===== src/rtl/load_store_unit.sv =====
// load_store_unit: RISC-V load/store sequencer for a 1 MiB data memory (IDLE -> ACCESS -> RESP).
// Define LSU_MISALIGN_TRAP_EN to fault accesses whose address is not aligned to their size.
module load_store_unit (
   input  logic        clk,
   input  logic        rst_n,
   input  logic        req_valid,
   output logic        req_ready,
   input  logic        req_is_load,
   input  logic        req_is_store,
   input  logic [2:0]  req_funct3,
   input  logic [63:0] req_base,
   input  logic [63:0] req_offset,
   input  logic [63:0] req_wdata,
   input  logic [4:0]  req_rd,
   output logic [63:0] mem_address,
   output logic [63:0] mem_data,
   output logic        mem_write_enable,
   output logic [2:0]  mem_load_type,
   output logic [1:0]  mem_store_type,
   input  logic [63:0] mem_read_data,
   output logic        resp_valid,
   input  logic        resp_ready,
   output logic [63:0] resp_data,
   output logic [4:0]  resp_rd,
   output logic        resp_fault,
   output logic        resp_is_load
);
   typedef enum logic [1:0] {IDLE, ACCESS, RESP} state_t;
   state_t state, state_next;
   logic [63:0] ea, ea_next, wdata;
   logic [2:0] lt, lt_next;
   logic [1:0] st;
   logic is_ld, illegal, misalign, fault, accept, acc;

   always_ff @(posedge clk) begin
      state <= rst_n ? state_next : IDLE;
   end

   always_comb begin
      ea_next = req_base + req_offset;
      lt_next = req_funct3 == 3'd0 ? 3'b010 :
                req_funct3 == 3'd1 ? 3'b100 :
                req_funct3 == 3'd2 ? 3'b110 :
                req_funct3 == 3'd3 ? 3'b111 :
                req_funct3 == 3'd4 ? 3'b001 :
                req_funct3 == 3'd5 ? 3'b011 :
                req_funct3 == 3'd6 ? 3'b101 : 3'b000;
      illegal = (req_is_load == req_is_store) ||
                (req_is_load ? req_funct3 == 3'b111 : req_funct3[2]);
`ifdef LSU_MISALIGN_TRAP_EN
      misalign = |(ea_next[2:0] & ((3'd1 << req_funct3[1:0]) - 3'd1));
`else
      misalign = 1'b0;
`endif
      fault = illegal || ea_next[63:20] != 44'd0 || misalign;
      // reset gates every memory-side strobe so an aborted store never lands
      req_ready = rst_n && state == IDLE;
      acc = rst_n && state == ACCESS;
      accept = req_valid && req_ready;
      state_next = state == IDLE   ? (accept ? (fault ? RESP : ACCESS) : IDLE) :
                   state == ACCESS ? RESP : (resp_ready ? IDLE : RESP);
      mem_address = ea;
      mem_data = wdata;
      mem_write_enable = acc && !is_ld;
      mem_load_type = acc && is_ld ? lt : 3'b000;
      mem_store_type = acc && !is_ld ? st : 2'b00;
      resp_valid = state == RESP;
   end

   always_ff @(posedge clk) begin
      if (!rst_n) begin
         ea <= '0;
         wdata <= '0;
         is_ld <= 1'b0;
         lt <= 3'b000;
         st <= 2'b00;
         resp_data <= '0;
         resp_rd <= '0;
         resp_fault <= 1'b0;
         resp_is_load <= 1'b0;
      end else if (accept) begin
         ea <= ea_next;
         wdata <= req_wdata;
         is_ld <= req_is_load;
         lt <= lt_next;
         st <= req_funct3[1:0];
         resp_data <= '0;
         resp_rd <= req_rd;
         resp_fault <= fault;
         resp_is_load <= req_is_load;
      end else if (state == ACCESS && is_ld) begin
         resp_data <= mem_read_data;
      end
   end
endmodule


===== config.mk =====
export PLATFORM = sky130hd
export DESIGN_NAME = load_store_unit
export DESIGN_NICKNAME = d
export VERILOG_FILES = /design/src/rtl/load_store_unit.sv
export SDC_FILE = /design/constraint.sdc
export NUM_CORES = 1
export LEC_CHECK = 0
export BUFFER_PORTS_ARGS = -buffer_cell sky130_fd_sc_hd__buf_2
export CORE_AREA = 2 2 184 186
export DETAILED_ROUTE_END_ITERATION = 6
export DIE_AREA = 0 0 186 188
export HOLD_SLACK_MARGIN = 0.03
export SLEW_MARGIN = 40
export SYNTH_ARGS = -nofsm -noshare
export SYNTH_HDL_FRONTEND = slang
export SYNTH_SLANG_ARGS = --single-unit

===== constraint.sdc =====
create_clock -name clk -period 6.11 [get_ports clk]
set_clock_uncertainty 0.1 [all_clocks]
set_input_delay 0.611 -clock clk [delete_from_list [all_inputs] [get_ports clk]]
set_output_delay 0.611 -clock clk [all_outputs]
set_load 0.03 [all_outputs]

=== After elaboration in Yosys (flattened, before gate mapping) ===
Cells that the tools add are included.

* Register bits after elaboration: 206
* Input port bits: 270

* Eq/ne operators: 10
* Multiplexer cells: 15
* Reduce and logical (&&, ||, !) cells: 13
* Add/subtract/negate cells: 1
* Bitwise logic cells: 1

{| class="wikitable"
|+ Operators by type and width
! cell !! count
|-
| $add A64 B64 Y64 || 1
|-
| $reduce_bool A44 Y1 || 1
|-
| $mux W3 || 8
|-
| $eq A3 B3 Y1 const B || 4
|-
| $mux W2 || 6
|-
| $eq A3 B2 Y1 const B || 2
|-
| $logic_and A1 B1 Y1 || 6
|-
| $eq A3 B1 Y1 const B || 1
|-
| $logic_not A3 Y1 || 1
|-
| $eq A2 B1 Y1 const B || 1
|-
| $eq A2 B2 Y1 const B || 1
|-
| $logic_not A2 Y1 || 1
|-
| $logic_or A1 B1 Y1 || 2
|-
| $reduce_or A2 Y1 || 1
|-
| $eq A1 B1 Y1 || 1
|-
| $logic_not A1 Y1 || 1
|-
| $mux W1 || 1
|-
| $not A1 Y1 || 1
|}

=== Logic depth before layout (Yosys ltp) ===
* Depth after elaboration: 8
* Depth in mapped cells: 14

=== Worst setup path after synthesis ===
OpenSTA, ideal clock, no wires.

* Kind: in2reg
* Start: in req_base[21]
* End: reg state[0]
* Data required time: 5950 ps
* Slack: 2162 ps
* Buffers on the path: 1
* Arrival: 3788 ps
* Stages: 13
* Path through: ha_1 -> buf_6 -> and4_4 -> and2_4 -> a221o_1 -> and2_4 -> or4_4 -> a22oi_2 -> nand4b_1 -> nor4_1 -> or4b_4 -> nor4b_4 -> and2_1

* Word-level cells in the longest chain between the ends: 6

{| class="wikitable"
|+ RTL lines
! what !! RTL line !! text
|-
| start, declared || 11 || <nowiki>input logic [63:0] req_base,</nowiki>
|-
| $add A64 B64 Y64 || 40 || <nowiki>ea_next = req_base + req_offset;</nowiki>
|-
| $reduce_bool A44 Y1 || 55 || <nowiki>fault = illegal || ea_next[63:20] != 44'd0 || misalign;</nowiki>
|-
| $logic_or A1 B1 Y1 || 55 ||
|-
| $mux W2 (3 in series) || 60 || <nowiki>state_next = state == IDLE ? (accept ? (fault ? RESP : ACCESS) : IDLE) :</nowiki>
|-
| end signal, assigned || 36 || <nowiki>state <= rst_n ? state_next : IDLE;</nowiki>
|-
| end, declared || 29 || <nowiki>state_t state, state_next;</nowiki>
|}

No other way between the ends.
A chain may end at the register's enable or synchronous reset.

=== Final worst setup path ===
* Start: in req_base[1]
* End: reg state[0]

The elaborated chain is that of the path after synthesis.

==> flow_metrics.py <==
metrics = {
    "routing": {
        "ant_nets": 0,
        "drtPass1Iterations": 5,
        "avgViaCountPerCell": 5.26,
        "vias": 12900,
        "drc": 0,
        "wl_microns": 45000,
        "wl_per_cell_microns": 18.4,
        "drtIter0Drc": 904,
    },
    "final_layout": {
        "fill_cells": 3375,
        "layout.nets": 2308,
        "syn_to_final_growth_pct": 30.2,
        "drive_gt1_share_pct": 28.1,
        "design_area_sq_um": 15100,
        "final_cells": 2444,
    },
    "clock_network": {
        "cts_resized": 0,
        "clock_latency_ns": 0.54,
        "cts_tree": "built",
        "cts_inserted_buffers": 25,
        "clk_pin_slew_worst_paths_ns": 0.06,
        "htreeDepth": 1,
        "post_cts_buffers": 0,
        "clock-sinks": 206,
        "clock_path_buffers": 3,
        "cts_root_buffer": "clkbuf_16",
        "holdBufCountCts": 0,
    },
    "flow_run": {
        "maxCapViolations": 0,
    },
    "logic_synthesis": {
        "syn-mean-instance-area_sq_um": 7.43,
        "synth-adder-area-share_pct": 6.97,
        "yosysSeqAreaShare_pct": 35.6,
        "yosys.area_share.xor_xnor_pct": 3.93,
        "syn_inst": 1560,
        "yosysMostFrequentCell": "nand2_1",
        "synth-warning-count": 0,
        "ys_types": 81,
        "ys_ff_latch": 206,
        "yosysTopAreaCell": "dfxtp_1",
        "syn-cell-area_sq_um": 11600,
        "synth_top_family_by_area": "simple AND/OR/NAND/NOR gates",
        "synth-edff-count": 0,
        "synthSimpleGateAreaFrac_pct": 27.7,
        "async_flop_share_pct": 0,
        "synthesis.nets": 1894,
        "synthFlopType": "dfxtp_1",
        "synth_compound_area_share_pct": 21.5,
        "post_synth_most_frequent_cells": "nand2_1 (377), dfxtp_1 (206), a21oi_1 (159)",
        "yosys-top-cells-area": "dfxtp_1 (36%), nand2_1 (12%), a21oi_1 (6.9%), ha_1 (6.8%), nand3_1 (6.6%)",
        "muxShareOfSynthArea_pct": 0.443,
        "yosysTopAreaCellShare_pct": 35.6,
    },
    "power_and_ir_drop": {
        "ir_worst_vdd_mv": 0.153,
        "powerDensity_nw_per_um2": 275,
        "p_leak_nw": 7.04,
    },
    "die": {
        "start_util_pct": 35.0,
        "rows": 67,
        "core_area_sq_um": 33100,
        "io_pins": 477,
        "fp.dieW_microns": 186,
        "die_h_microns": 188,
        "dieArea_sq_um": 35000,
    },
    "setup_path": {
        "cp-start-kind": "input port",
        "ff2ff_setup_slack_ns": 3.32,
        "crit_path_end": "state[0]",
        "crit_path_end_kind": "flop",
        "worstPathArrival_ns": 4.80,
        "crit_path_max_fanout": 9,
        "cp_data_required_time_ns": 6.48,
        "timing.rr.start": "state[1]",
        "reg2reg_depth": 5,
        "cp-startpoint": "req_base[1]",
        "path_class": "in -> reg",
        "r2r_end": "mem_address[63]",
    },
    "sta": {
        "holdWs_ns": 0.156,
        "rsz0062_at_grt": "no",
        "setup_viol": 0,
        "setup_tns_ns": 0,
        "worst_slack_ns": 1.69,
        "timing.fmax_mhz": 226,
        "post-route-period-util_pct": 72.4,
        "max_slew.worst_pin.slew_ns": 0.819,
        "post-route-min-period_ns": 4.42,
        "relSlewSlack_pct": 45.4,
        "drv_slew": 0,
        "hold_viol_final": 0,
    },
    "placed_design": {
        "place_area_sq_um": 14200,
        "gp_congestion": 0.906,
        "hpwl_microns": 35200,
        "dp.cells": 2395,
        "place_ws_ns": 1.26,
        "io_buffers": 476,
    },
    "grt": {
        "antenna_found_initial": 4,
        "grt_overflow_total": 0,
        "grt_pass1_vias": 11800,
        "grt_max_degree": 90,
        "track_usage_pct": 24.1,
        "grt_pass1_wl_microns": 66000,
    },
    "min_path": {
        "hp-class": "in -> reg",
    },
    "run_status": {
        "run_status": "completed",
    },
}
==> worst max-delay path: stages <==
cell and delay [ns]:
buf_2 0.11, ha_1 0.30, a211oi_1 0.43, o21ai_0 0.27, a22oi_1 0.61, a211oi_1 0.20
a211oi_2 0.56, o31ai_1 0.17, xnor2_1 0.36, nand4bb_1 0.16, or4b_4 0.56, nor4b_4 0.27
and2_1 0.16
==> cell type report <==
cell class	instances	area [sq um]	share of cell area [%]
clock buffers	35	723	4.79
repair buffers	483	2440	16.2
inverters	13	48.8	0.323
clock inverters	11	140	0.929
well taps	448	561	3.71
multi-input cells	1245	7040	46.7
diodes	3	7.51	0.0498
flip-flops and latches	206	4120	27.3
==> metal layers <==
layer,part of all wire (%),global-route usage [%]
met1,40,28.8
met4,4.3,10.2
met3,7.3,4.31
met5,0.071,0
met2,48,41.9
==> worst min-delay path by stage <==
stage	from	end	slack [ns]	cells past startpoint
floorplan	st[0]	st[0]	0.33	2
global placement	mem_data[27]	mem_data[27]	0.34	2
detailed placement	mem_data[33]	mem_data[33]	0.34	2
CTS	req_wdata[10]	mem_data[10]	0.14	3
global route	req_wdata[10]	mem_data[10]	0.15	3
finish	req_wdata[61]	mem_data[61]	0.16	3
==> stage by stage <==
stage / utilization [%] / power, mW
floorplan: - / 2.24
global placement: 42.9 / 2.63
detailed placement: 42.9 / 2.63
CTS: 45.5 / 4.18
global route: 45.6 / 4.35
finish: 45.6 / 4.15
==> power breakdown <==
| group | leakage [nW] | switching [mW] | internal [mW] |
|---|---|---|---|
| Combinational | 4.93 | 0.753 | 0.366 |
| Clock | 0.425 | 0.617 | 0.921 |
| Sequential | 1.68 | 0.0551 | 1.44 |
| Total | 7.04 | 1.42 | 2.73 |
==> placed cells by master (no fill, tap or decap), types with 5 or more instances in the layout <==
cell type	synthesis	layout
a21oi_1	159	159
a211oi_1	8	8
clkbuf_8	2	6
nor4_1	6	6
o21ai_0	127	127
clkbuf_16	0	25
inv_1	13	13
and3_1	6	6
xor2_1	23	23
buf_4	0	7
buf_2	3	475
o21ai_1	5	5
nand4_1	30	30
nand3_1	153	153
o21a_1	14	14
o211ai_1	10	10
and2_1	7	6
or2_2	6	6
ha_1	63	63
xnor2_1	29	29
o21bai_1	9	9
o31ai_1	10	10
nor3_1	24	24
nor2_1	58	57
a31oi_1	7	7
nand2b_1	7	7
o41ai_1	6	6
nand2_1	377	375
dfxtp_1	206	206
a21o_1	15	15
==> kinds of logic after synthesis <==
kind of cell | after synthesis
muxes | 5
DFF | 206
AOI/OAI and AO/OA | 417
buffers and inverters | 109
xor gates and xnor gates | 52
adders and majority gates | 64
and+or+nand+nor | 707
==> flip-flops by register name (all words and copies together), names as in the netlist <==
register	flops
resp_fault	1
mem_address	64
st	2
resp_rd	5
is_ld	1
mem_data	64
resp_data	64
lt	3
state	2
No activity file was read; power rests on OpenSTA's default activity.
